--- config.mk ---
export PLATFORM = sky130hd
export DESIGN_NAME = computer_core
export DESIGN_NICKNAME = d
export VERILOG_FILES = /design/src/rtl/computer_core.sv
export SDC_FILE = /design/constraint.sdc
export NUM_CORES = 1
export LEC_CHECK = 0
export ABC_AREA = 1
export BUFFER_PORTS_ARGS = -buffer_cell sky130_fd_sc_hd__buf_2
export CORE_ASPECT_RATIO = 1.75
export CORE_MARGIN = 2
export CORE_UTILIZATION = 40
export DETAILED_ROUTE_END_ITERATION = 10
export PLACE_DENSITY = 0.65
export SETUP_SLACK_MARGIN = 0.05
export SLEW_MARGIN = 10
export SYNTH_ARGS = -nofsm -noshare
export SYNTH_HDL_FRONTEND = slang
export SYNTH_SLANG_ARGS = --single-unit
--- constraint.sdc ---
create_clock -name clk -period 6.5 [get_ports clk]
set_input_delay 0.325 -clock clk [delete_from_list [all_inputs] [get_ports clk]]
set_output_delay 0.325 -clock clk [all_outputs]
set_load 0.01 [all_outputs]
--- src/rtl/computer_core.sv ---
// rtl/computer_core.sv - multi-cycle byte-code core with fetch port; optional stack under COMPUTER_CORE_STACK_EN
module computer_core #(
  parameter int DATA_W      = 8,
  parameter int NREGS       = 4,
  parameter int STACK_DEPTH = 8
) (
  input  logic              clk,
  input  logic              reset,
  output logic              fetch_req,
  output logic [7:0]        fetch_addr,
  input  logic              fetch_valid,
  input  logic [7:0]        fetch_data,
  input  logic [3:0]        dbg_sel,
  output logic [DATA_W-1:0] dbg_data,
  output logic              equal,
  output logic              greater,
  output logic              lesser,
  output logic              halted,
  output logic              illegal
);

  localparam int RW = $clog2(NREGS);

  localparam logic [7:0] OP_NOP  = 8'h00;
  localparam logic [7:0] OP_LDI  = 8'h01;
  localparam logic [7:0] OP_MOV  = 8'h02;
  localparam logic [7:0] OP_ADD  = 8'h03;
  localparam logic [7:0] OP_SUB  = 8'h04;
  localparam logic [7:0] OP_CMP  = 8'h05;
  localparam logic [7:0] OP_JEQ  = 8'h08;
  localparam logic [7:0] OP_JNE  = 8'h09;
  localparam logic [7:0] OP_JMP  = 8'h0A;
  localparam logic [7:0] OP_HALT = 8'h0B;

  typedef enum logic [2:0] {S_FETCH0, S_FETCH1, S_FETCH2, S_EXEC, S_HALT} state_t;

  state_t            state_q, state_d;
  logic [7:0]        pc_q, pc_d;
  logic [7:0]        opcode_q, opcode_d;
  logic [7:0]        op1_q, op1_d;
  logic [7:0]        op2_q, op2_d;
  logic              eq_q, eq_d, gt_q, gt_d, lt_q, lt_d;
  logic              illegal_q, illegal_d;

  logic [DATA_W-1:0] regs_q [NREGS];
  logic              reg_we;
  logic [RW-1:0]     reg_wa;
  logic [DATA_W-1:0] reg_wd;

  logic [RW-1:0]     ra_idx, rb_idx;
  logic [DATA_W-1:0] ra_val, rb_val;

  // Register operands only look at the low index bits; the rest of the byte is don't-care.
  assign ra_idx = op1_q[RW-1:0];
  assign rb_idx = op2_q[RW-1:0];
  assign ra_val = regs_q[ra_idx];
  assign rb_val = regs_q[rb_idx];

  assign dbg_data   = regs_q[dbg_sel[RW-1:0]];
  assign fetch_addr = pc_q;
  assign fetch_req  = (state_q == S_FETCH0) || (state_q == S_FETCH1) || (state_q == S_FETCH2);
  assign halted     = (state_q == S_HALT);
  assign equal      = eq_q;
  assign greater    = gt_q;
  assign lesser     = lt_q;
  assign illegal    = illegal_q;

`ifdef COMPUTER_CORE_STACK_EN
  localparam logic [7:0] OP_PUSH = 8'h06;
  localparam logic [7:0] OP_POP  = 8'h07;
  localparam int         SW      = $clog2(STACK_DEPTH);
  localparam logic [SW:0] SP_ONE  = 1;
  localparam logic [SW:0] SP_FULL = STACK_DEPTH[SW:0];

  logic [DATA_W-1:0] stack_q [STACK_DEPTH];
  logic [SW:0]       sp_q, sp_d, sp_m1;
  logic              push_en, pop_en;
  logic              stack_full, stack_empty;

  assign stack_full  = (sp_q == SP_FULL);
  assign stack_empty = (sp_q == '0);
  assign sp_m1       = sp_q - SP_ONE;

  logic unused_bits;
  assign unused_bits = ^{dbg_sel};
`else
  logic unused_bits;
  assign unused_bits = ^{dbg_sel, STACK_DEPTH};
`endif

  // Next-state, decode and execute: fetch states capture one byte per valid cycle, EXEC commits.
  always_comb begin
    state_d   = state_q;
    pc_d      = pc_q;
    opcode_d  = opcode_q;
    op1_d     = op1_q;
    op2_d     = op2_q;
    eq_d      = eq_q;
    gt_d      = gt_q;
    lt_d      = lt_q;
    illegal_d = illegal_q;
    reg_we    = 1'b0;
    reg_wa    = ra_idx;
    reg_wd    = ra_val;
`ifdef COMPUTER_CORE_STACK_EN
    push_en   = 1'b0;
    pop_en    = 1'b0;
    sp_d      = sp_q;
`endif
    case (state_q)
      S_FETCH0: begin
        if (fetch_valid) begin
          opcode_d = fetch_data;
          pc_d     = pc_q + 8'd1;
          case (fetch_data)
            OP_NOP:  state_d = S_FETCH0;
            OP_HALT: state_d = S_HALT;
            OP_LDI, OP_MOV, OP_ADD, OP_SUB, OP_CMP,
            OP_JEQ, OP_JNE, OP_JMP: state_d = S_FETCH1;
`ifdef COMPUTER_CORE_STACK_EN
            OP_PUSH, OP_POP: state_d = S_FETCH1;
`endif
            default: begin
              state_d   = S_HALT;
              illegal_d = 1'b1;
            end
          endcase
        end
      end
      S_FETCH1: begin
        if (fetch_valid) begin
          op1_d   = fetch_data;
          pc_d    = pc_q + 8'd1;
          // Opcodes 01..05 carry a second operand; everything else executes now.
          state_d = (opcode_q <= OP_CMP) ? S_FETCH2 : S_EXEC;
        end
      end
      S_FETCH2: begin
        if (fetch_valid) begin
          op2_d   = fetch_data;
          pc_d    = pc_q + 8'd1;
          state_d = S_EXEC;
        end
      end
      S_EXEC: begin
        state_d = S_FETCH0;
        case (opcode_q)
          OP_LDI: begin reg_we = 1'b1; reg_wd = DATA_W'(op2_q); end
          OP_MOV: begin reg_we = 1'b1; reg_wd = rb_val; end
          OP_ADD: begin reg_we = 1'b1; reg_wd = ra_val + rb_val; end
          OP_SUB: begin reg_we = 1'b1; reg_wd = ra_val - rb_val; end
          OP_CMP: begin
            eq_d = (ra_val == rb_val);
            gt_d = (ra_val >  rb_val);
            lt_d = (ra_val <  rb_val);
          end
          OP_JEQ: if (eq_q)  pc_d = op1_q;
          OP_JNE: if (!eq_q) pc_d = op1_q;
          OP_JMP: pc_d = op1_q;
`ifdef COMPUTER_CORE_STACK_EN
          OP_PUSH: begin
            if (stack_full) begin
              illegal_d = 1'b1;
              state_d   = S_HALT;
            end else begin
              push_en = 1'b1;
              sp_d    = sp_q + SP_ONE;
            end
          end
          OP_POP: begin
            if (stack_empty) begin
              illegal_d = 1'b1;
              state_d   = S_HALT;
            end else begin
              pop_en = 1'b1;
              sp_d   = sp_m1;
              reg_we = 1'b1;
              reg_wd = stack_q[sp_m1[SW-1:0]];
            end
          end
`endif
          default: ;
        endcase
      end
      S_HALT:  state_d = S_HALT;
      default: state_d = S_HALT;
    endcase
  end

  // Control state register; reset wins over any in-flight fetch or execute.
  always_ff @(posedge clk) begin
    if (reset) begin
      state_q   <= S_FETCH0;
      pc_q      <= '0;
      opcode_q  <= '0;
      op1_q     <= '0;
      op2_q     <= '0;
      eq_q      <= 1'b0;
      gt_q      <= 1'b0;
      lt_q      <= 1'b0;
      illegal_q <= 1'b0;
    end else begin
      state_q   <= state_d;
      pc_q      <= pc_d;
      opcode_q  <= opcode_d;
      op1_q     <= op1_d;
      op2_q     <= op2_d;
      eq_q      <= eq_d;
      gt_q      <= gt_d;
      lt_q      <= lt_d;
      illegal_q <= illegal_d;
    end
  end

  // General register file: single write port driven from EXEC.
  always_ff @(posedge clk) begin
    if (reset) begin
      for (int i = 0; i < NREGS; i++) regs_q[i] <= '0;
    end else if (reg_we) begin
      regs_q[reg_wa] <= reg_wd;
    end
  end

`ifdef COMPUTER_CORE_STACK_EN
  // Stack pointer counts live entries; reset empties the stack.
  always_ff @(posedge clk) begin
    if (reset) sp_q <= '0;
    else       sp_q <= sp_d;
  end

  // Stack storage needs no reset since only entries below sp_q are ever read.
  always_ff @(posedge clk) begin
    if (!reset && push_en) stack_q[sp_q[SW-1:0]] <= ra_val;
  end

  logic unused_pop;
  assign unused_pop = pop_en;
`endif

endmodule

After elaboration in Yosys (flattened, before gate mapping):

Memories as Yosys holds them, arrays and structs flattened. A register that Yosys moved wholly into a read port is not among the register bits.
Index checks and enable logic that the tools add are counted.

* word-level logic and storage cells: 90
* RAM bits: 32
* register bits: 39
* memories: 1

* $add $sub $neg: 3
* $lt $le $gt $ge: 3
* bitwise operators: 1
* reduce and logical (&&, ||, !) cells: 17
* muxes and demuxes: 27
* equality and inequality tests: 29

Memories
* regs_q: depth 4, width 8, read ports 3, clocked after Yosys merged registers in 2, wr ports 4, line 45 `logic [DATA_W-1:0] regs_q [NREGS];`

Operators by type and width (number)
* $eq A8 B4 Y1 const B: 7
* $mux W8: 5
* $eq A8 B2 Y1 const B: 4
* $eq A8 B3 Y1 const B: 4
* $pmux W8 S4: 1
* $pmux W8 S3: 1
* $eq A8 B1 Y1 const B: 2
* $pmux W8 S2: 1
* $reduce_or A8 Y1: 2
* $pmux W3 S4: 1
* $mux W2: 5
* $reduce_or A10 Y1: 1
* $mux W1: 9
* $mux W3: 3
* $add A8 B1 Y8 const B: 1
* $add A8 B8 Y8: 1
* $eq A8 B8 Y1: 1
* $gt A8 B8 Y1: 1
* $le A8 B3 Y1 const B: 1
* $logic_not A8 Y1: 1
* $lt A8 B8 Y1: 1
* $reduce_and A2 Y1: 4
* $sub A8 B8 Y8: 1
* $eq A3 B2 Y1 const B: 2
* 15 further kinds: 20

Depth between registers and ports, before layout:

* depth in word-level cells: 9
* depth in mapped cells: 18
* mapped depth without buffers: 16

Worst setup path after synthesis:

No wires, ideal clock.

* path type: register to register
* from: reg with a tool-made name
* to: mem regs_q[0][7] (data pin)
* cell stages (with the launch flop): 15
* slack: 3.989 ns
* clock period less this slack: 2.511 ns
* arrival time: 2.255 ns
* buffers on the path: 2
* path through: dfxtp_1 clkbuf_1 inv_1 clkbuf_1 nor2_1 o22ai_1 ha_1 inv_1 nand3_1 nand2_1 nand2_1 a21oi_1 nor2_1 nor2_2 nor2_1

RTL lines (line)
* end: declaration: 45

==> flow_summary.json <==
{
  "htreeDepth": 3,
  "synth.top_cells.by_area": "edfxtp_1 (20%), dfxtp_1 (18%), nand2_1 (11%), nor2_1 (9.4%), o21ai_0 (7.5%)",
  "wl_mm": 14.0,
  "crit_type": "register to register",
  "regToRegEndpoint": "regs_q[0][5]",
  "netlist.area_leader.share": 0.200,
  "hold_end": "fetch_addr[5]",
  "max_freq_mhz": 294,
  "finClkSkew_ns": 0.00729,
  "status": "finished clean",
  "finalCoreUtilization": 0.451,
  "num_rows": 53,
  "yosysSeqAreaShare": 0.379,
  "start_util": 0.405,
  "synth_edf_count": 32,
  "grt_pass1_wl_mm": 22.0,
  "grt_pass1_vias": 4534,
  "grt_overflow_total": 0,
  "fillers": 1215,
  "met3_usage": 0.0282,
  "gr-usage-met1": 0.215,
  "async_flop_share": 0,
  "die_y_um": 149,
  "place_congestion": 0.934,
  "ys_top_cells_by_count": "nand2_1 (136), nor2_1 (120), inv_1 (75)",
  "cp_max_fo": 17,
  "ant_nets": 0,
  "grt_start_max_net_pins": 40,
  "syn_area_sq_um": 4800,
  "grt_use_total": 0.220,
  "dp_hpwl_mm": 10.8,
  "grt-busiest-layer": "met2",
  "dieArea_sq_um": 12900,
  "path_clk_slew_ns": 0.06,
  "max_slew_margin": 0.329,
  "yosysUniqueCellTypes": 38,
  "maxSlewViolCount": 0,
  "synth.ff_latch_count": 75,
  "worst_pin_slew_ns": 1.01,
  "coreArea_sq_um": 11900,
  "cts_tree": "done",
  "drtPass1Iterations": 6,
  "ff2ff_path_depth": 12,
  "hold_path.class": "primary input to register",
  "post-synth-top-count-cell": "nand2_1",
  "cts-hold-fix-buffers": 0,
  "clk_latency_ns": 0.34,
  "hold_depth": 2,
  "routedWlPerCell_um": 16.4,
  "startpoint_type": "register",
  "required_ns": 6.57,
  "antenna_found_initial": 0,
  "io_pins": 37,
  "cts_resized": 0,
  "finalCritPeriodShare": 0.523,
  "rsz0062_at_grt": "false",
  "critPathArrivalTime_ns": 3.48,
  "period_needed_ns": 3.40,
  "nets": 745,
  "route.detailed.drc": 0,
  "synthFlopType": "dfxtp_1",
  "leakagePower_nw": 2.37,
  "drt-initial-drc-count": 417,
  "drive_above_1_share": 0.116,
  "ir_worst_vdd_v": 0.000188,
  "io_buffers": 34,
  "gr-usage-met2": 0.418,
  "drv_cap": 0,
  "numCtsBuffers": 9,
  "avgSynthCellArea_sq_um": 7.01,
  "hold_start": "reset",
  "antennaDiodeCount": 0,
  "synth_area_leader_cell": "edfxtp_1",
  "clockBufferDepth": 2,
  "viasPerCell": 5.47,
  "via_count": 4667,
  "syn_inst": 685,
  "r2r_setup_slack_ns": 3.10,
  "synth_fp_nets": 719,
  "cts_setup_buffers": 0,
  "clkSinkCount": 75,
  "hold_viol": 0,
  "p_per_area_nw_per_um2": 231,
  "tns_ns": 0,
  "critPathCaptureType": "register",
  "root_buffer": "clkbuf_16",
  "setup_viol_count_final": 0,
  "area_growth_pct": 11.6,
  "yosysWarnings": 0,
  "dieWidth_um": 86.8
}
## per-layer routing
metal	vias to the layer above	part of all wire
met1	2151	0.36
met2	148	0.55
met5	-	0
li1	2306	-
met4	0	0.060
met3	62	0.031
## metrics by stage
stage / area, sq um / instances / hold WS [ns] / setup WS (ns) / power [mW]
finish: 5360 / 853 / 0.247 / 3.10 / 1.24
global route: 5360 / 853 / 0.269 / 2.81 / 1.28
detailed placement: 5040 / 837 / 0.444 / 3.17 / 0.713
floorplan: 4800 / 685 / 0.394 / 3.99 / 0.658
CTS: 5360 / 853 / 0.248 / 3.16 / 1.24
global placement: 5040 / 837 / 0.443 / 3.32 / 0.709
## area by class of cell
class | instances | area, sq um | area share
clock buffers | 10 | 229 | 0.0427
clock inverters | 6 | 88.8 | 0.0166
inverters | 87 | 329 | 0.0614
multi-input cells | 504 | 2550 | 0.475
flip-flops and latches | 75 | 1820 | 0.340
well taps | 137 | 171 | 0.0320
repair buffers | 34 | 170 | 0.0318
## cell usage in the layout, fill, tap and decap left out, types with 2 or more instances in the layout
cell type  count
nand2_1      136
nor2_1       120
inv_1         75
o21ai_0       72
nand3_1       47
dfxtp_1       43
a21oi_1       42
buf_2         34
edfxtp_1      32
o22ai_1       17
ha_1          17
inv_2         11
clkbuf_16      9
nand4_1        8
nor2_2         7
a32oi_1        3
nand2_4        3
nand3b_1       3
xor2_1         3
nor3_1         3
nand2_2        2
nor3_2         2
or2_2          2
nand3_4        2
nor2_4         2
o21ai_1        2
xnor2_1        2
fa_1           2
bufinv_16      2
## critical path, stage by stage, from the launching register on
cell	delay, ns
dfxtp_1	0.69
inv_1	0.41
o21ai_0	0.32
o22ai_1	0.21
ha_1	0.45
nor2_1	0.20
nand4_1	0.10
nand3b_1	0.12
nand2_1	0.06
nand2_1	0.07
nor2_1	0.04
nor2_1	0.35
nor2_1	0.09
## cell families (layout without fill, tap and decap cells)
group / Yosys count / count (layout) / share of synthesized area
XOR/XNOR: 5 / 5 / 0.00912
adder cells (fa/ha/maj): 19 / 19 / 0.0526
AND/OR/NAND/NOR: 341 / 341 / 0.314
buffers and inverters: 106 / 137 / 0.0902
flip-flops: 75 / 75 / 0.379
AO/OA/AOI/OAI: 139 / 139 / 0.155
## state kept, by name (all words and copies together) (netlist names), named ones only
name        cells
opcode_q        8
regs_q         32
greater         1
fetch_addr      8
op2_q           8
equal           1
op1_q           8
illegal         1
lesser          1
state_q         3
## how the worst max path moves through the flow
stage | slack, ns | start | end
6_report | 3.10 | register | regs_q[0][5]
3_3_place_gp | 3.32 | register | regs_q[2][6]
2_1_floorplan | 3.99 | register | regs_q[0][7]
5_1_grt | 2.81 | register | regs_q[1][6]
4_1_cts | 3.16 | register | regs_q[1][6]
3_5_place_dp | 3.17 | register | regs_q[2][6]
## power by group
group	total, mW	internal (mW)	switching (mW)	leakage, nW
clock network	0.533	0.337	0.196	0.151
registers	0.527	0.508	0.0189	0.680
logic	0.177	0.0581	0.119	1.53
total	1.24	0.903	0.334	2.37
Power figures use the tool's default switching activity.
